--- config.mk ---
export PLATFORM = sky130hd
export DESIGN_NAME = morse_msg_sequencer
export DESIGN_NICKNAME = d
export VERILOG_FILES = /design/src/rtl/morse_msg_sequencer.sv
export SDC_FILE = /design/constraint.sdc
export NUM_CORES = 1
export LEC_CHECK = 0
export BUFFER_PORTS_ARGS = -buffer_cell sky130_fd_sc_hd__buf_4
export CAP_MARGIN = 20
export CORE_ASPECT_RATIO = 0.5
export CORE_MARGIN = 2
export CORE_UTILIZATION = 36
export DETAILED_ROUTE_END_ITERATION = 7
export PLACE_DENSITY = 0.64
export RECOVER_POWER = 100
export SYNTH_ARGS = -nofsm -noshare
export SYNTH_HDL_FRONTEND = slang
export SYNTH_SLANG_ARGS = --single-unit
--- constraint.sdc ---
create_clock -name ClockIn -period 4.21 [get_ports ClockIn]
set_input_delay 0.842 -clock ClockIn [delete_from_list [all_inputs] [get_ports ClockIn]]
set_output_delay 0.842 -clock ClockIn [all_outputs]
set_load 0.03 [all_outputs]
--- src/rtl/morse_msg_sequencer.sv ---
// morse_msg_sequencer: letter queue feeding a Morse transmitter with symbol/gap pacing; optional sticky Overflow via MORSE_SEQ_OVERFLOW_FLAG_EN
module morse_msg_sequencer #(
  parameter int DEPTH       = 4,
  parameter int SYMBOL_BITS = 12,
  parameter int GAP_BITS    = 3
) (
  input  logic       ClockIn,
  input  logic       Reset,
  input  logic       Push,
  input  logic [2:0] LetterIn,
  input  logic       TxNewBit,
  output logic       TxStart,
  output logic [2:0] TxLetter,
  output logic       Full,
  output logic       Empty,
  output logic       Busy,
  output logic       Done,
  output logic       Overflow
);
  localparam int AW   = $clog2(DEPTH);
  localparam int MAXB = (SYMBOL_BITS > GAP_BITS) ? SYMBOL_BITS : GAP_BITS;
  localparam int CW   = $clog2(MAXB + 1);
  typedef enum logic [1:0] {IDLE, LOAD, SEND, GAP} state_t;
  state_t        state;
  logic [2:0]    mem [DEPTH];
  logic [AW-1:0] rd_ptr, wr_ptr;
  logic [AW:0]   count;
  logic [CW-1:0] strobe_cnt;
  logic          pop, push_ok;
  assign pop     = state == LOAD;
  assign push_ok = Push && (!Full || pop);
  assign Full    = count == (AW+1)'(DEPTH);
  assign Empty   = count == '0;
  assign Busy    = state != IDLE;
  // queue storage; contents are don't-care while the count says empty
  always_ff @(posedge ClockIn)
    if (push_ok) mem[wr_ptr] <= LetterIn;
  // pointers wrap naturally because DEPTH is a power of two
  always_ff @(posedge ClockIn or posedge Reset)
    if (Reset) begin
      rd_ptr <= '0;
      wr_ptr <= '0;
      count  <= '0;
    end else begin
      if (push_ok) wr_ptr <= wr_ptr + 1'b1;
      if (pop) rd_ptr <= rd_ptr + 1'b1;
      count <= count + (AW+1)'(push_ok) - (AW+1)'(pop);
    end
  // sequencing FSM; TxStart/TxLetter are loaded on entry to LOAD so they are high exactly during LOAD
  always_ff @(posedge ClockIn or posedge Reset)
    if (Reset) begin
      state      <= IDLE;
      strobe_cnt <= '0;
      TxStart    <= 1'b0;
      TxLetter   <= '0;
      Done       <= 1'b0;
    end else begin
      TxStart  <= 1'b0;
      TxLetter <= '0;
      Done     <= 1'b0;
      case (state)
        IDLE: if (!Empty) begin
          state    <= LOAD;
          TxStart  <= 1'b1;
          TxLetter <= mem[rd_ptr];
        end
        LOAD: begin
          strobe_cnt <= '0;
          state      <= SEND;
        end
        SEND: if (TxNewBit) begin
          strobe_cnt <= (strobe_cnt == CW'(SYMBOL_BITS - 1)) ? '0 : strobe_cnt + 1'b1;
          if (strobe_cnt == CW'(SYMBOL_BITS - 1)) state <= GAP;
        end
        GAP: if (TxNewBit) begin
          strobe_cnt <= (strobe_cnt == CW'(GAP_BITS - 1)) ? '0 : strobe_cnt + 1'b1;
          if (strobe_cnt == CW'(GAP_BITS - 1)) begin
            state    <= Empty ? IDLE : LOAD;
            Done     <= Empty;
            TxStart  <= !Empty;
            TxLetter <= Empty ? 3'd0 : mem[rd_ptr];
          end
        end
        default: state <= IDLE;
      endcase
    end
`ifdef MORSE_SEQ_OVERFLOW_FLAG_EN
  // sticky record of any push refused because the queue was full
  always_ff @(posedge ClockIn or posedge Reset)
    if (Reset) Overflow <= 1'b0;
    else if (Push && !push_ok) Overflow <= 1'b1;
`else
  assign Overflow = 1'b0;
`endif
endmodule
# ---- After elaboration in Yosys (flattened, before gate mapping)
# Memory sizes are Yosys's and may differ from the RTL's.
# Index checks and enable logic that the tools add are counted.
dict set report classes {
  multipliers 0
  n_lt_le_gt_ge 0
  muxes 25
  n_reduce_logical 10
  add_sub_neg 5
  div_mod_pow 0
  bitwise_logic 0
  shifts 0
  n_eq_ne 11
}
# op n
set op_table {}
lappend op_table {{$mux 4} 4}
lappend op_table {{$pmux 4 s3} 1}
lappend op_table {{$mux 2} 5}
lappend op_table {{$ne 2x2->1 const B} 5}
lappend op_table {{$mux 1} 9}
lappend op_table {{$mux 3} 3}
lappend op_table {{$pmux 2 s4} 1}
lappend op_table {{$pmux 3 s2} 1}
lappend op_table {{$reduce_and 5->1} 1}
lappend op_table {{$add 2x1->2 const B} 2}
lappend op_table {{$add 4x1->4 const B} 1}
lappend op_table {{$eq 2x2->1 const B} 2}
lappend op_table {{$eq 4x2->1 const B} 1}
lappend op_table {{$eq 4x4->1 const B} 1}
lappend op_table {{$add 3x1->3} 1}
lappend op_table {{$eq 3x3->1 const B} 1}
lappend op_table {{$logic_not 3->1} 1}
lappend op_table {{$reduce_and 3->1} 1}
lappend op_table {{$reduce_bool 3->1} 1}
lappend op_table {{$sub 3x1->3} 1}
lappend op_table {{$eq 2x1->1 const B} 1}
lappend op_table {{$logic_not 1->1} 2}
lappend op_table {{$logic_not 2->1} 1}
lappend op_table {{$pmux 1 s2} 1}
lappend op_table {{other kinds (3)} 3}
dict set report totals {
  out_inout_bits 9
  reg_bits 18
  romBits 0
  mem_count 1
  elab_cells 60
  input_bits 7
  latch_bits 0
  ramBits 12
}
# name words word_bits read_ports rd_clocked_by_memory_dff wr line
set mem_list {}
lappend mem_list {mem 4 3 1 0 1 25} ;# logic [2:0] mem [DEPTH];

# ---- Logic depth before layout (Yosys ltp)
# Gate-level depths: netlist (run 1).
dict set report depth {
  ltp_word 6
  depth_mapped 9
}

# ---- Least setup slack after synthesis (run 1)
# No wires, ideal clock.
dict set report synth_timing {
  kind {register to register}
  start {reg count[1]}
  end {reg count[1]}
  arrival_time_ns 2.073
  setup_time_ns 0.064
  setup_slack_ns 2.072
  t_required_ns 4.146
  period_less_slack_ns 2.138
  path_stages_with_launch 7
  path_cell_list {dfrtp_1 nor3_1 o21bai_1 ha_1 inv_1 fa_1 inv_1}
}
dict set report synth_between {
  elab_chain_cells 6
}
# element line
set synth_lines {}
lappend synth_lines {{from (decl)} 27} ;# logic [AW:0] count;
lappend synth_lines {{from (signal assigned)} 47} ;# count <= count + (AW+1)'(push_ok) - (AW+1)'(pop);
lappend synth_lines {{$eq 3x3->1} 32} ;# assign Full = count == (AW+1)'(DEPTH);
lappend synth_lines {{named net Full} 14} ;# output logic Full,
lappend synth_lines {{$logic_not 1->1} 31} ;# assign push_ok = Push && (!Full || pop);
lappend synth_lines {{$logic_or 1x1->1} 31}
lappend synth_lines {{$logic_and 1x1->1} 31}
lappend synth_lines {{$add 3x1->3} 47}
lappend synth_lines {{$sub 3x1->3} 47}
# The timed path passes the listed nets, and every way through them passes these cells.
# A chain may end at the register's enable or synchronous reset.

# ---- Worst setup path after layout (run 1)
dict set report layout_timing {
  start {reg count[1]}
  end {out Empty}
}
dict set report layout_between {
  elab_chain_cells 1
}
# element line
set layout_lines {}
lappend layout_lines {{$logic_not 3->1} 33} ;# assign Empty = count == '0;
lappend layout_lines {{to (decl)} 15} ;# output logic Empty,
# Every way passes these cells.

==> impl_metrics.ini, run 1 <==
[sta]
finalMaxSlewViolations = 0
max_freq_ghz = 0.422
min_period_ps = 2370
slew_headroom = 0.546
setup_violations = 0
rsz0062_at_grt = false
finalCritPeriodShare = 0.563
worstMarginPinSlew_ps = 680
fin_skew_ps = 5.10
setup_slack_ps = 1840
hold_ws_ps = 531
setup_tns_ps = 0
finalHoldViolCount = 0

[power_and_ir_drop]
peakVddDrop_v = 0.000188
power_frac_seq = 0.423
p_int_mw = 0.711
power.density_nw_per_um2 = 711
p_comb_frac = 0.388
power.share.switching = 0.386
p_leak_nw = 0.680
switchingPower_mw = 0.447
clock_power_share = 0.189

[cells_and_area]
layout.nets = 149
final_cell_mix = dfrtp_1, inv_1, ha_1, clkbuf_1, edfxtp_1
drive_above_1_share = 0.115
n_antenna_cell = 0
finalNonFillerCells = 184
syn_to_final_growth_pct = 13.7
fillerInstances = 367
final_common_cell = dfrtp_1

[floorplan]
die_y_um = 48.6
io_pins = 16
rows = 16
die_x_um = 93.2
die-area_um2 = 4530
core_area_um2 = 3860
initial_core_util = 0.370

[synthesis]
ys_ff_latch = 30
synth-edff-count = 12
ys_warn_count = 0
syn_inst = 110
syn_area_um2 = 1430
synthFlopType = dfrtp_1
syn-num-nets = 130
synth_async_sr_flop_share = 0.600
ys_seq_area_frac = 0.566
synth.avg_cell_area_um2 = 13.0
ys_types = 33

[critical_path]
r2r_setup_slack_ps = 2020
cp_max_fo = 6
cp_top_family = flip-flops
cp.buffers_inverters = 1
cp.required_ps = 3370
crit_path_start_kind = flop
worstSetupPathType = flop to output port
crit-reg2reg-launch = state[1]
critical_path_arrival_ps = 1530
r2r.worst_path.cells = 9
slowest_stage = dfrtp_1
slowest_delay_ps = 460
worstPathCellList = nor3_1 -> clkbuf_1
crit_path_end_kind = output port
r2r_end = count[2]

[cts]
insertion_delay_ps = 280
holdBufCountCts = 0
cts.sinks = 30
cts_resized = 0
cts_buffers = 5
cts_setup_buffers = 0
cts_buffer_depth = 2
cts_tree = done
clkTransAtPathRegs_ps = 60
cts_max_level = 2
cts-root-buf = clkbuf_8

[placement]
dp.cells = 176
globalplace.congestion = 0.787
io_buffers = 14
hpwl_um = 1680
pre_cts_ws_ps = 1950

[route]
drtIter0Drc = 20
avgViaCountPerCell = 4.58
drc = 0
drtAntennaViolNets = 0
routedWlPerCell_um = 12.2
vias = 843
firstDrtPassIters = 4
wl_um = 2240

[outcome]
status = completed

[grt]
grt_pass1_vias = 854
grt_usage = 0.114
antenna_found_initial = 0
grt_pass1_wl_um = 3910
grt_max_degree = 19
grt_overflow = 0

[worst_hold_path]
hold_path_class = flop to flop
hold-path-cell-count = 1
hold_end = Done
hold_start = count[0]

[run]
maxCapViolations = 0
## power groups by stage
stage | sequential, mW | clock (mW) | combinational [mW]
2_1_floorplan | 0.489 | 0 | 0.361
3_3_place_gp | 0.493 | 0 | 0.474
3_5_place_dp | 0.498 | 0 | 0.484
4_1_cts | 0.493 | 0.224 | 0.485
5_1_grt | 0.510 | 0.240 | 0.515
6_report | 0.490 | 0.219 | 0.449
## cell families after synthesis
logic type / synth area share
AOI/OAI and AO/OA: 0.0734
xor gates and xnor gates: 0.0306
adders and majority gates: 0.119
buffers and inverters: 0.0420
DFF: 0.566
muxes: 0.0699
other: 0.00262
and+or+nand+nor: 0.0962
## worst register-to-register path, stage by stage, from the launching register on
cell      delay [ps]
dfrtp_1          450
inv_1            130
ha_1             260
nor2b_1          240
o21bai_1         140
ha_1             160
inv_1             50
fa_1             370
xnor2_1          150
xnor2_1          130
## how the worst max path moves through the flow
stage / end / start / cells after the start
floorplan: count[1] / count[1] / 6
global placement: count[2] / Push / 8
detailed placement: count[2] / Push / 8
CTS: Empty / count[1] / 2
global route: Empty / count[1] / 2
finish: Empty / count[1] / 2
## per-stage QoR
stage          instance area (µm²)  power [mW]  utilization
2_1_floorplan                 1430       0.850            -
3_3_place_gp                  1590       0.966        0.412
3_5_place_dp                  1590       0.982        0.412
4_1_cts                       1680        1.20        0.434
5_1_grt                       1630        1.27        0.421
6_report                      1630        1.16        0.421
## layout make-up
cell class              instances  area (µm²)  share of cell area
clock buffers                   5        68.8              0.0423
multi-input cells              65         556               0.341
repair buffers                 14        60.1              0.0369
inverters                      13        48.8              0.0300
clock inverters                 3        16.3             0.00999
well taps                      54        67.6              0.0415
flip-flops and latches         30         811               0.498
## synth_stat cells, types with 2 or more instances
| library cell | instances | area share |
|---|---|---|
| dfrtp_1 | 18 | 0.31 |
| inv_1 | 13 | 0.034 |
| edfxtp_1 | 12 | 0.25 |
| ha_1 | 12 | 0.10 |
| nand2_1 | 6 | 0.016 |
| and2_1 | 4 | 0.017 |
| nor2b_1 | 4 | 0.017 |
| nor3_1 | 4 | 0.014 |
| o21ai_0 | 4 | 0.014 |
| xnor2_1 | 4 | 0.024 |
| mux4_2 | 3 | 0.047 |
| nor2_1 | 3 | 0.0079 |
| a21oi_1 | 2 | 0.0070 |
| mux2_2 | 2 | 0.016 |
## routing by layer
layer | global-route usage | up-vias | part of all wire
met1 | 0.152 | 407 | 0.49
met4 | 0.0588 | 0 | 0.021
li1 | - | 419 | -
met3 | 0.0343 | 5 | 0.032
met2 | 0.169 | 12 | 0.46
met5 | 0 | - | 0
## sequential cells by signal, summed over array words and instances (netlist names)
name / count
Done: 1
TxLetter: 3
TxStart: 1
count: 3
mem: 12
rd_ptr: 2
state: 2
strobe_cnt: 4
wr_ptr: 2
Note: power is estimated with default switching activity, not from simulation.
==> run 2: changes to the inputs <==
--- a/config.mk
+++ b/config.mk
@@ -11,7 +11,7 @@
 export CORE_MARGIN = 2
 export CORE_UTILIZATION = 36
 export DETAILED_ROUTE_END_ITERATION = 7
-export PLACE_DENSITY = 0.64
+export PLACE_DENSITY = 0.66
 export RECOVER_POWER = 100
 export SYNTH_ARGS = -nofsm -noshare
 export SYNTH_HDL_FRONTEND = slang
==> constraint.sdc (replaced) <==
create_clock -name ClockIn -period 2 [get_ports ClockIn]
set_input_delay 0.4 -clock ClockIn [delete_from_list [all_inputs] [get_ports ClockIn]]
set_output_delay 0.4 -clock ClockIn [all_outputs]
set_load 0.03 [all_outputs]
==> run 2 against run 1 <==
Compared with the run above:
- first-iteration DRC count up 55%
- global-route usage up 0.33 points
- combinational power increased by 130%
- hold slack worse by 300 ps
- critical endpoint is now count[2]
==> impl_metrics.ini, run 2 (synthesis results as in run 1) <==
[floorplan]
die-area_um2 = 4530
core_area_um2 = 3860
initial_core_util = 0.370
die_y_um = 48.6
io_pins = 16
die_x_um = 93.2
rows = 16

[grt]
grt_pass1_vias = 870
grt_usage = 0.117
antenna_found_initial = 0
grt_pass1_wl_um = 3950
grt_overflow = 0
grt_max_degree = 19

[critical_path]
cp_common_cell = xnor2_1
worstSetupPathType = flop to flop
cp_max_fo = 6
slowest_delay_ps = 450
crit_path_start_kind = flop
worstPathCellList = ha_4 -> nand2b_1 -> o21bai_1 -> ha_1 -> inv_1 -> fa_1 -> xnor2_1 -> xnor2_1
cp.required_ps = 2190
slowest_stage = dfrtp_2
crit_path_end_kind = flop
critical_path_arrival_ps = 2110

[cts]
cts-root-buf = clkbuf_8
insertion_delay_ps = 270
cts_max_level = 2
cts_buffers = 5
cts_setup_buffers = 0
clkTransAtPathRegs_ps = 60
cts_buffer_depth = 2
cts_tree = done
cts.sinks = 30
holdBufCountCts = 0

[route]
drtAntennaViolNets = 0
drc = 0
routedWlPerCell_um = 11.8
firstDrtPassIters = 4
wl_um = 2200
vias = 844
drtIter0Drc = 31
avgViaCountPerCell = 4.54

[sta]
hold_ws_ps = 230
setup_tns_ps = 0
slew_headroom = 0.550
max_freq_ghz = 0.522
finalMaxSlewViolations = 0
worstMarginPinSlew_ps = 675
fin_skew_ps = 3.03
finalHoldViolCount = 0
setup_violations = 0
rsz0062_at_grt = false
min_period_ps = 1920
finalCritPeriodShare = 0.958

[placement]
globalplace.congestion = 0.770
dp.cells = 178
hpwl_um = 1680
io_buffers = 14

[cells_and_area]
fillerInstances = 361
final_cell_mix = dfrtp_1, inv_1, edfxtp_1, ha_1, clkbuf_1
largest_reg_flops = 12
syn_to_final_growth_pct = 17.7
layout.nets = 151
final_common_cell = dfrtp_1
top_register = mem
drive_above_1_share = 0.197
n_antenna_cell = 0
reg_top3 = mem x12, strobe_cnt x4
finalNonFillerCells = 186
utilization = 0.436

[power_and_ir_drop]
switchingPower_mw = 0.956
power.total_mw = 2.52
power.density_nw_per_um2 = 1500
power_frac_seq = 0.407
power.share.switching = 0.379
p_leak_nw = 0.706
peakVddDrop_v = 0.000487
p_comb_frac = 0.415
p_int_mw = 1.56
clock_power_share = 0.179

[outcome]
status = completed

[run]
maxCapViolations = 0

[worst_hold_path]
hold_path_class = input pin to async pin
run 2: repair_timing:
item                                    in CTS  in global routing
endpoints found under the hold margin        0                  0
endpoints found under the setup margin       1                  1
pin swaps                                    0                  1
resized for setup                            2                  3
run 2: worst max-delay path: cells and delay by family (launching register included):
family | cells | cell delay, ps
buffers and inverters | 1 | 50
and+or+nand+nor | 1 | 140
DFF | 1 | 450
AOI/OAI and AO/OA | 1 | 130
adders and majority gates | 3 | 720
xor gates and xnor gates | 2 | 340
run 2: layout make-up:
cell class	count	area [µm²]	area share
well taps	54	67.6	0.0401
repair buffers	16	86.3	0.0512
clock inverters	3	16.3	0.00965
multi-input cells	65	586	0.347
inverters	13	48.8	0.0290
clock buffers	5	68.8	0.0408
flip-flops and latches	30	812	0.482
run 2: final timing paths:
path	from	slack, ps	cells past startpoint	endpoint
max in group asynchronous	Reset	1300	2	state[0]
setup / recovery	state[0]	80	8	count[2]
setup reg to reg	state[0]	80	8	count[2]
hold / removal	Reset	230	2	rd_ptr[0]
min in group ClockIn	LetterIn[0]	390	1	mem[2][0]
hold reg to reg	strobe_cnt[1]	540	2	strobe_cnt[1]
run 2: power groups by stage:
stage                     Combinational (mW)  Sequential (mW)  Clock, mW
after floorplan                        0.768             1.04          0
after global placement                  1.06             1.03          0
after detailed placement                1.08             1.04          0
after CTS                               1.09             1.03      0.468
after global routing                    1.21             1.06      0.502
final                                   1.05             1.03      0.451
run 2: per-stage QoR:
stage               area (µm²)  setup slack [ps]
floorplan                 1440              34.6
global placement          1620              82.6
detailed placement        1620             -16.6
CTS                       1710              4.08
global route              1690              1.24
finish                    1690              83.8
run 2: layer usage:
| metal | track usage | up-vias | wire length (µm) |
|---|---|---|---|
| li1 | - | 420 | - |
| met4 | 0.0588 | 0 | 35 |
| met1 | 0.140 | 411 | 1030 |
| met2 | 0.186 | 8 | 1060 |
| met3 | 0.0467 | 5 | 70 |
| met5 | 0 | - | 0 |
==> run 3: changes to the inputs <==
--- a/config.mk
+++ b/config.mk
@@ -9,9 +9,9 @@
 export CAP_MARGIN = 20
 export CORE_ASPECT_RATIO = 0.5
 export CORE_MARGIN = 2
-export CORE_UTILIZATION = 36
+export CORE_UTILIZATION = 51
 export DETAILED_ROUTE_END_ITERATION = 7
-export PLACE_DENSITY = 0.66
+export PLACE_DENSITY = 0.85
 export RECOVER_POWER = 100
 export SYNTH_ARGS = -nofsm -noshare
 export SYNTH_HDL_FRONTEND = slang
==> constraint.sdc (replaced) <==
create_clock -name ClockIn -period 2 [get_ports ClockIn]
set_input_delay 0.5 -clock ClockIn [delete_from_list [all_inputs] [get_ports ClockIn]]
set_output_delay 0.5 -clock ClockIn [all_outputs]
set_load 0.03 [all_outputs]
==> run 3 against run 2 <==
Compared with the run above:
- global-route usage grew 5.7 points
- power is 4.5% higher
- register-to-register slack about the same
- cell count shrank 7.5%
- sequential share of layout area down 0.28 points
- critical path type unchanged
- die area fell by 28%
- via count increased by 5.2%
- wire length is 11% higher
- combinational power rose by 9.5%
- design area up 0.59%
- critical path depth is the same
- core utilization up 21 points
==> impl_metrics.ini, run 3 (synthesis results as in run 1) <==
[outcome]
status = completed

[placement]
io_buffers = 14
dp.cells = 162
globalplace.congestion = 0.728
pre_cts_ws_ps = -61.4
dpl-instance-area_um2 = 1610
hpwl_um = 1690

[cts]
cts-root-buf = clkbuf_8
cts.sinks = 30
cts_tree = done
cts_max_level = 2
cts_buffers = 5
cts_buffer_depth = 2
insertion_delay_ps = 280
holdBufCountCts = 0
clkTransAtPathRegs_ps = 60

[cells_and_area]
final_cell_mix = dfrtp_1, inv_1, edfxtp_1, ha_1, clkbuf_1
top_register = mem
post-route-cell-area_um2 = 1700
reg_top3 = mem x12, strobe_cnt x4
layout.nets = 154
largest_reg_flops = 12
syn_to_final_growth_pct = 18.4
finalNonFillerCells = 172
n_antenna_cell = 0
drive_above_1_share = 0.237
final_common_cell = dfrtp_1

[floorplan]
initial_core_util = 0.543
io_pins = 16
die_y_um = 41.5
rows = 13
die_x_um = 78.9
die-area_um2 = 3270
core_area_um2 = 2640

[route]
firstDrtPassIters = 6
wl_um = 2430
drtAntennaViolNets = 0
drtIter0Drc = 78
routedWlPerCell_um = 14.1
drc = 0
avgViaCountPerCell = 5.16
vias = 888

[critical_path]
crit_path_end = count[2]
crit_path_start_kind = flop
crit_path_start = state[0]
worstSetupPathType = flop to flop
cp_max_fo = 6
crit_path_end_kind = flop
critical_path_arrival_ps = 2060
crit-reg2reg-launch = state[0]
r2r_end = count[2]
r2r_setup_slack_ps = 100
cp.required_ps = 2160
r2r.worst_path.cells = 8

[grt]
grt_overflow = 0
grt_usage = 0.174
antenna_found_initial = 0
grt_max_degree = 19
grt_pass1_wl_um = 4080
grt_pass1_vias = 894

[sta]
max_freq_ghz = 0.526
finalMaxSlewViolations = 0
fin_skew_ps = 6.29
setup_slack_ps = 97.3
finalCritPeriodShare = 0.951
slew_headroom = 0.542
rsz0062_at_grt = false
worstMarginPinSlew_ps = 687
setup_violations = 0
finalHoldViolCount = 0
min_period_ps = 1900

[run]
maxCapViolations = 0

[worst_hold_path]
hold_path_class = input pin to async pin

[power_and_ir_drop]
peakVddDrop_v = 0.000664
p_leak_nw = 0.733
power.density_nw_per_um2 = 1550
-- run 3: how the worst min path moves through the flow --
| stage | startpoint | end | slack, ps | cells past startpoint |
|---|---|---|---|---|
| 4_1_cts | Reset | strobe_cnt[2] | 330 | 2 |
| 6_report | Reset | strobe_cnt[2] | 330 | 2 |
| 3_5_place_dp | count[2] | Done | 520 | 1 |
| 2_1_floorplan | Reset | Done | 440 | 1 |
| 3_3_place_gp | strobe_cnt[1] | strobe_cnt[1] | 520 | 2 |
| 5_1_grt | Reset | strobe_cnt[2] | 400 | 2 |
-- run 3: critical path: stages (launching register included) --
cell      delay, ps
dfrtp_2         460
ha_4            190
nand2b_1        160
o21bai_2        120
ha_1            180
inv_1            60
fa_2            350
xnor2_2         150
xnor2_1         120
-- run 3: timing repair --
| action | in CTS | in global routing |
|---|---|---|
| gates resized for setup | 5 | 4 |
| setup endpoints to repair | 1 | 1 |
| buffers inserted | 0 | 2 |
| pin swaps | 1 | 1 |
-- run 3: stage by stage --
stage	TNS (ps)	utilization	hold slack (ps)	power, mW
floorplan	0	-	439	1.80
global placement	0	0.610	516	2.06
detailed placement	-61.4	0.610	521	2.13
CTS	0	0.648	333	2.63
global route	0	0.643	400	2.82
finish	0	0.643	328	2.63
-- run 3: routing by layer --
layer  global-route usage  vias up  routed length (µm)
met5                    0        -                   0
met4               0.0931        0                  30
met3               0.0587        3                  86
met2                0.306       17                1230
met1                0.189      444                1080
li1                     -      424                   -
-- run 3: area by class of cell --
class / count / area, µm²
repair buffers: 19 / 108
clock inverters: 2 / 8.76
multi-input cells: 65 / 599
inverters: 13 / 48.8
well taps: 37 / 46.3
clock buffers: 6 / 72.6
flip-flops and latches: 30 / 812
fillers: 199 / 940
-- run 3: power by group --
group	total (mW)	switching, mW	leakage, nW	internal (mW)
clock	0.455	0.216	0.0426	0.238
combinational	1.15	0.606	0.352	0.542
sequential	1.03	0.184	0.337	0.847
total	2.63	1.01	0.733	1.63
